$ cat config.mk
export PLATFORM = sky130hd
export DESIGN_NAME = read_kick_sched
export DESIGN_NICKNAME = d
export VERILOG_FILES = /design/src/rtl/read_kick_pkg.sv /design/src/rtl/ring_avail_calc.sv /design/src/rtl/read_kick_sched.sv
export SDC_FILE = /design/constraint.sdc
export NUM_CORES = 1
export LEC_CHECK = 0
export BUFFER_PORTS_ARGS = -buffer_cell sky130_fd_sc_hd__buf_2
export CAP_MARGIN = 10
export CORE_MARGIN = 5
export CORE_UTILIZATION = 52
export DETAILED_ROUTE_END_ITERATION = 8
export HOLD_SLACK_MARGIN = 0.02
export PLACE_DENSITY = 0.87
export SLEW_MARGIN = 20
export SYNTH_ARGS = -nofsm -noshare
export SYNTH_HDL_FRONTEND = slang
export SYNTH_SLANG_ARGS = --single-unit
$ cat constraint.sdc
create_clock -name clk -period 5.7 [get_ports clk]
set_input_delay 1.14 -clock clk [delete_from_list [all_inputs] [get_ports clk]]
set_output_delay 1.14 -clock clk [all_outputs]
set_load 0.01 [all_outputs]
$ cat src/rtl/read_kick_pkg.sv
// Shared types and constants for the DDR ring read-kick scheduler.
package read_kick_pkg;

    typedef enum logic [2:0] {
        IDLE,
        CALC,
        KICK,
        WAIT_BUSY,
        WAIT_DONE
    } state_e;

    localparam int unsigned WORD_BYTES     = 4;
    localparam int unsigned TIMEOUT_CYCLES = 16;

endpackage

$ cat src/rtl/ring_avail_calc.sv
// Combinational ring occupancy and next-chunk size; a chunk is capped by
// the data present, MAX_CHUNK and the distance to the physical ring end.
module ring_avail_calc #(
    parameter int unsigned RING_WORDS = 65536,
    parameter int unsigned MAX_CHUNK  = 1024,
    parameter int unsigned PW         = $clog2(RING_WORDS) + 1
) (
    input  logic [PW-1:0] wr_ptr,
    input  logic [PW-1:0] rd_ptr,
    output logic [PW-1:0] avail,
    output logic [PW-1:0] chunk
);

    logic [PW-1:0] to_end;
    logic [PW-1:0] capped;

    always_comb begin
        // Wrap bit makes the difference unambiguous: 0 is empty, RING_WORDS is full.
        avail  = wr_ptr - rd_ptr;
        to_end = PW'(RING_WORDS) - {1'b0, rd_ptr[PW-2:0]};
        capped = (avail > PW'(MAX_CHUNK)) ? PW'(MAX_CHUNK) : avail;
        chunk  = (capped > to_end) ? to_end : capped;
    end

endmodule

$ cat src/rtl/read_kick_sched.sv
// Schedules AXI read kicks out of a DDR ring and advances the consumer pointer
// once each read finishes. Optional WAIT_BUSY watchdog: READ_KICK_SCHED_TIMEOUT_EN.
module read_kick_sched
    import read_kick_pkg::*;
#(
    parameter logic [31:0] BASE_ADDR  = 32'h0000_0000,
    parameter int unsigned RING_WORDS = 65536,
    parameter int unsigned MAX_CHUNK  = 1024,
    parameter int unsigned MIN_CHUNK  = 64,
    localparam int unsigned PW        = $clog2(RING_WORDS) + 1
) (
    input  logic          clk,
    input  logic          reset_n,
    input  logic          enable,
    input  logic          flush,
    input  logic [PW-1:0] wr_ptr,
    output logic          kick,
    output logic [31:0]   read_addr,
    output logic [31:0]   read_num,
    input  logic          busy,
    output logic [PW-1:0] rd_ptr,
    output logic          active
`ifdef READ_KICK_SCHED_TIMEOUT_EN
    ,
    output logic          timeout_err
`endif
);

    state_e        state_q, state_d;
    logic [PW-1:0] rd_ptr_q, rd_ptr_d;
    logic [31:0]   read_addr_q, read_addr_d;
    logic [31:0]   read_num_q, read_num_d;
    logic [PW-1:0] avail;
    logic [PW-1:0] chunk;
    logic          start_ok;

    ring_avail_calc #(
        .RING_WORDS (RING_WORDS),
        .MAX_CHUNK  (MAX_CHUNK),
        .PW         (PW)
    ) u_avail (
        .wr_ptr (wr_ptr),
        .rd_ptr (rd_ptr_q),
        .avail  (avail),
        .chunk  (chunk)
    );

    assign start_ok = enable && ((avail >= PW'(MIN_CHUNK)) || (flush && (avail != '0)));

`ifdef READ_KICK_SCHED_TIMEOUT_EN
    localparam int unsigned TW = $clog2(TIMEOUT_CYCLES);
    logic [TW-1:0] tmo_cnt_q, tmo_cnt_d;
    logic          timeout_err_q, timeout_err_d;
`endif

    always_comb begin
        state_d     = state_q;
        rd_ptr_d    = rd_ptr_q;
        read_addr_d = read_addr_q;
        read_num_d  = read_num_q;
`ifdef READ_KICK_SCHED_TIMEOUT_EN
        tmo_cnt_d     = tmo_cnt_q;
        timeout_err_d = timeout_err_q;
`endif
        case (state_q)
            IDLE: begin
                if (start_ok) state_d = CALC;
            end
            CALC: begin
                read_num_d  = 32'(chunk);
                read_addr_d = BASE_ADDR + 32'(rd_ptr_q[PW-2:0]) * 32'(WORD_BYTES);
                state_d     = KICK;
            end
            KICK: begin
                state_d = WAIT_BUSY;
`ifdef READ_KICK_SCHED_TIMEOUT_EN
                tmo_cnt_d = '0;
`endif
            end
            WAIT_BUSY: begin
                if (busy) begin
                    state_d = WAIT_DONE;
                end
`ifdef READ_KICK_SCHED_TIMEOUT_EN
                else if (tmo_cnt_q == TW'(TIMEOUT_CYCLES - 1)) begin
                    // Give up on the chunk; rd_ptr stays put so it is retried.
                    timeout_err_d = 1'b1;
                    state_d       = IDLE;
                end else begin
                    tmo_cnt_d = tmo_cnt_q + TW'(1);
                end
`endif
            end
            WAIT_DONE: begin
                if (!busy) begin
                    rd_ptr_d = rd_ptr_q + read_num_q[PW-1:0];
                    state_d  = IDLE;
                end
            end
            default: state_d = IDLE;
        endcase
    end

    always_ff @(posedge clk or negedge reset_n) begin
        if (!reset_n) begin
            state_q     <= IDLE;
            rd_ptr_q    <= '0;
            read_addr_q <= BASE_ADDR;
            read_num_q  <= '0;
        end else begin
            state_q     <= state_d;
            rd_ptr_q    <= rd_ptr_d;
            read_addr_q <= read_addr_d;
            read_num_q  <= read_num_d;
        end
    end

`ifdef READ_KICK_SCHED_TIMEOUT_EN
    always_ff @(posedge clk or negedge reset_n) begin
        if (!reset_n) begin
            tmo_cnt_q     <= '0;
            timeout_err_q <= 1'b0;
        end else begin
            tmo_cnt_q     <= tmo_cnt_d;
            timeout_err_q <= timeout_err_d;
        end
    end

    assign timeout_err = timeout_err_q;
`endif

    assign kick      = (state_q == KICK);
    assign active    = (state_q != IDLE);
    assign read_addr = read_addr_q;
    assign read_num  = read_num_q;
    assign rd_ptr    = rd_ptr_q;

endmodule
# After elaboration in Yosys (flattened, before gate mapping)
# Cells that the tools add are included.
# W data, S select, Z words.
[totals]
reg_bits = 53
inputBits = 22
output_inout_bits = 83
elab_cells = 32
[op_classes]
n_addsub = 3
order_cmp = 3
eq_ne = 7
muxes = 6
bitwise_logic = 1
reduce_logical = 8
[op_table]
columns = ["cell", "count"]
rows = [
  ["$mux W17", 2],
  ["$add A17 B17 Y17", 1],
  ["$ge A17 B7 Y1 const B", 1],
  ["$gt A17 B11 Y1 const B", 1],
  ["$gt A17 B17 Y1", 1],
  ["$reduce_bool A17 Y1", 1],
  ["$sub A17 B16 Y17 const A", 1],
  ["$sub A17 B17 Y17", 1],
  ["$pmux W3 S5", 1],
  ["$mux W3", 3],
  ["$eq A3 B2 Y1 const B", 2],
  ["$ne A2 B2 Y1 const B", 3],
  ["$eq A3 B1 Y1 const B", 1],
  ["$eq A3 B3 Y1 const B", 1],
  ["$logic_not A3 Y1", 1],
  ["$reduce_and A3 Y1", 1],
  ["$reduce_bool A3 Y1", 1],
  ["$logic_and A1 B1 Y1", 2],
  ["$reduce_and A2 Y1", 1],
  ["$logic_or A1 B1 Y1", 1],
  ["$not A1 Y1", 1],
]

# Depth between registers and ports, before layout
[logic_depth]
depth_word = 7
depth_mapped = 23
ltp_nobuf = 21

# Modules after synthesis
# Synthesis repeated with hierarchy kept, for this count alone.
[hier_totals]
hier_cells = 621
area_unflattened_um2 = 5232.5
[by_module_without_submodules]
columns = ["mod", "n_inst", "cells_each", "area_per_inst_um2", "seq_area_each_um2"]
rows = [
  ["read_kick_sched", 1, 294, 3129.3, 1326.3],
  ["ring_avail_calc", 1, 327, 2103.3, 0.0],
]

# Least setup slack after synthesis
# Ideal clock, no wire load.
[synth_path]
path_kind = "input -> register"
start = "input wr_ptr[0]"
end = "register read_num_q[1], in the netlist read_num[1]"
setup_time_ns = 0.087
t_arrival_ns = 5.186
required_ns = 5.613
path_slack_ns = 0.427
cell_stages = 21
path_buffers = 1
cell_sequence = "inv_1 ha_1 fa_1 nand2b_1 a21o_1 a21oi_1 xnor2_1 nand3_1 o41ai_2 and3_1 ha_1 a2111oi_0 o21ai_0 a31o_2 nand3_1 nand3_1 o21ai_0 and3_1 buf_4 a21oi_1 a22oi_1"
[synth_via]
elab_chain_len = 5
[synth_rtl]
columns = ["element", "line_no", "rtl"]
rows = [
  ["start: declaration", "read_kick_sched.sv:16", "input logic [PW-1:0] wr_ptr,"],
  ["$sub A17 B17 Y17 *", "ring_avail_calc.sv:19", "avail = wr_ptr - rd_ptr;"],
  ["$gt A17 B11 Y1", "ring_avail_calc.sv:21", "capped = (avail > PW'(MAX_CHUNK)) ? PW'(MAX_CHUNK) : avail;"],
  ["$mux W17 *", "ring_avail_calc.sv:21", ""],
  ["$gt A17 B17 Y1", "ring_avail_calc.sv:22", "chunk = (capped > to_end) ? to_end : capped;"],
  ["$mux W17 *", "ring_avail_calc.sv:22", ""],
  ["end signal: assignment", "read_kick_sched.sv:114", "read_num_q <= read_num_d;"],
  ["end: declaration", "read_kick_sched.sv:32", "logic [31:0] read_num_q, read_num_d;"],
]
# Mark *: on every way between the ends. The rest lies on a longest branch, timed or not.
# A chain may end at the register's enable or synchronous reset.

# Worst setup path in the final report
[layout_path]
start = "input wr_ptr[0]"
end = "register read_num_q[16], in the netlist read_num[16]"
# The elaborated chain is that of the path after synthesis.

==> key figures <==
Clock network
  – H-tree Lvls: 2
  – Post-CTS resize count: 0
  – TritonCTS clock tree: done
  – CTS sink count: 53
  – Clk slew on worst S/H paths: 0.10 ns
  – Worst-Skew Late Latency: 0.31 ns
  – Post-CTS Hold Buffers: 0
  – Postcts setup bufs: 0
  – CTS buffer count: 5
  – Clock root buffer: clkbuf_8
  – Clock tree buffer depth: 2

Power and ir drop
  – Maximum VDD drop: 0.367 mV
  – P per Cell Area: 616 mW/mm^2
  – Static Leak: 2.64 nW

Place
  – Detail Placement HPWL: 10.0 mm
  – IO Port Bufs: 73
  – GP Congestion: 0.902

Floorplanning
  – Core ar.: 0.00876 mm^2
  – I/O pin count: 105
  – Starting Density: 53.7%
  – Rows: 34
  – Die area: 0.0110 mm^2
  – Die width: 105 um
  – Die height: 105 um

Status
  – Status: finished, final reports clean

Yosys
  – Sequential area share after synthesis: 28.2%
  – Cell count after synthesis: 569
  – Netlist cell types: 64
  – Yosys warning total: 0
  – FFs w/ async S/R, synth: 100%
  – Post-Synth XOR/XNOR Area: 7.45%
  – Mapped Area: 0.00470 mm^2
  – Simple-Gate Fraction of Synth Area: 18.6%
  – Top cells by area in the synthesized netlist: dfrtp_1 (28%), ha_1 (13%), buf_4 (5.4%)
  – Synth top area share: 28.2%
  – Dominant cell type by area after synthesis: dfrtp_1
  – Most used DFF post-synth: dfrtp_1
  – Number of synthesized flops with an enable pin: 0
  – Synth Area in Compound Gates: 21.6%
  – Mux cell area share after synthesis: 0.904%
  – Adder-cell share of the synthesized area: 13.9%
  – Largest family of logic cells by synthesized area: compound AO/OA/AOI/OAI gates
  – Yosys reg bits: 53
  – Syn avg cell area: 8.27 um^2

Critical path
  – Worst Path Max Fanout: 12
  – Reg-to-reg setup timing slack: 0.58 ns
  – Crit path DAT: 5.48 ns
  – Critical Path RT: 5.87 ns
  – R2r worst-path depth: 21
  – Reg2reg end: read_num[16]$_DFFE_PN0P_
  – R2r startpoint: rd_ptr[1]$_DFFE_PN0P_
  – Kind of critical path: in -> reg
  – Worst setup SP type: input port
  – Critical Path End Type: flip-flop

Timing
  – Final Cycle Share: 93.2%
  – Hold Fails Final Rpt: 0
  – Final setup fails: 0
  – Max Fclk: 188 MHz
  – Worst hold margin: 0.487 ns
  – Final period demand of the worst path: 5.31 ns
  – RSZ-0062 raised after global routing: no
  – Slew Viols, Final: 0
  – Slew @ Worst Pin: 0.924 ns
  – Setup Skew: 0.00440 ns
  – Slew HR: 38.4%

Cells and area
  – Antenna Cells: 0
  – Nets: 730
  – Most common cell after layout, fill and taps aside: buf_2
  – Commonest cells after routing, fill and taps aside: buf_2 (73), nand2_1 (55), dfrtp_1 (53), ha_1 (49), o21ai_0 (45)
  – Layout cell share with drive strength beyond 1: 18.5%
  – Core Util, Final: 60.3%
  – Area Overhead vs Synth: 12.4%

Detailed routing
  – Vias per cell: 5.73
  – Total number of vias: 4387
  – DRT Pass-1 Iters: 5
  – Wire length per cell: 16.4 um
  – Post-route DRC violation count: 0
  – Initial DRC Count: 213
  – Post-route ant nets: 0
  – Final WL: 12.6 mm

Min path
  – Min-delay worst type: reg -> reg
  – Hold path endpoint: read_addr[14]$_DFFE_PN0P_
  – Worst Hold Depth: 2
  – Hold Startpoint: read_addr[14]$_DFFE_PN0P_

Job
  – Max-cap violation count: 0

Global route
  – Vias in the first global route: 4387
  – Initial antenna violation count: 0
  – GRT Total Usage: 22.2%
  – Pin count of the biggest net entering global routing: 54
  – First-pass GRT wire length: 20.7 mm
  – Total grt overflow: 0
-- cell usage after synthesis (11+ instances only) --
cell and instances:
xnor2_1 26, a21oi_1 41, nand2_1 55, ha_1 49, nor3_1 18, o21ai_0 46, nand3_1 16, dfrtp_1 53
inv_1 34, buf_4 34, xor2_1 14, nor2_1 38, o21bai_1 11, a21o_1 12, clkbuf_1 12
-- cell families (layout without fill, tap and decap cells) --
kind of cell / after synthesis / after routing
simple gates: 178 / 178
flops: 53 / 53
xor+xnor: 40 / 40
compound gates: 160 / 160
buf+inv: 82 / 135
other cells: 1 / 37
fa+ha+maj: 51 / 51
mux: 4 / 4
-- sequential cells by signal (all words and copies together), names as in the netlist --
| signal | cells |
|---|---|
| rd_ptr | 17 |
| read_num | 17 |
| read_addr | 16 |
| state_q | 3 |
-- metrics by stage --
stage               cells  total power [mW]  setup slack (ns)  setup TNS [ns]  instance area, um^2
detailed placement    758              2.99           -0.0639          -0.372                 5180
global route          766              3.55            0.0735               0                 5290
floorplan             605              2.30             0.427               0                 4840
CTS                   766              3.23             0.257               0                 5270
global placement      758              2.91             0.140               0                 5180
finish                766              3.25             0.387               0                 5290
-- cell type report --
class	count	area, um^2
clock buffers	5	68.8
clock inverters	3	22.5
fillers	778	3480
inverters	34	128
multi-input cells	470	3090
flip-flops and latches	53	1330
well taps	108	135
repair buffers	93	515
-- power by group --
part           total [mW]  leakage (nW)  internal (mW)  switching (mW)
clock               0.220        0.0364         0.0865           0.134
sequential          0.721         0.673          0.542           0.180
combinational        2.31          1.93          0.977            1.34
total                3.25          2.64           1.60            1.65
-- routing by layer --
layer / up-vias / GRT usage [%] / wire (um)
met5: - / 0 / 0
met4: 0 / 5.02 / 174
met3: 19 / 3.70 / 793
met2: 176 / 38.9 / 6160
met1: 2049 / 28.7 / 5450
li1: 2143 / - / -
-- worst max-delay path, stage by stage --
cell and delay [ns]:
buf_2 0.08, inv_1 0.05, ha_1 0.23, fa_1 0.40, nand2b_1 0.18, a21o_1 0.22, a21oi_2 0.19, nor2_1 0.07
o311a_1 0.34, and4_1 0.23, buf_4 0.16, and3_1 0.18, ha_1 0.20, a2111oi_0 0.37, o21ai_0 0.16, a31o_2 0.26
nand3_1 0.08, nand3_1 0.10, o21ai_1 0.19, buf_4 0.14, nor3_2 0.03, buf_4 0.18, nor2_4 0.19, o31ai_1 0.09
-- how the worst max path moves through the flow --
stage          startpoint                  endpoint  slack (ns)
4_1_cts         wr_ptr[0]  read_num[16]$_DFFE_PN0P_        0.26
3_3_place_gp    wr_ptr[0]   read_num[1]$_DFFE_PN0P_        0.14
3_5_place_dp    wr_ptr[0]  read_num[16]$_DFFE_PN0P_       -0.06
5_1_grt         wr_ptr[0]   read_num[1]$_DFFE_PN0P_        0.07
6_report        wr_ptr[0]  read_num[16]$_DFFE_PN0P_        0.39
2_1_floorplan   wr_ptr[0]   read_num[1]$_DFFE_PN0P_        0.43
(Power assumes the default switching activity.)
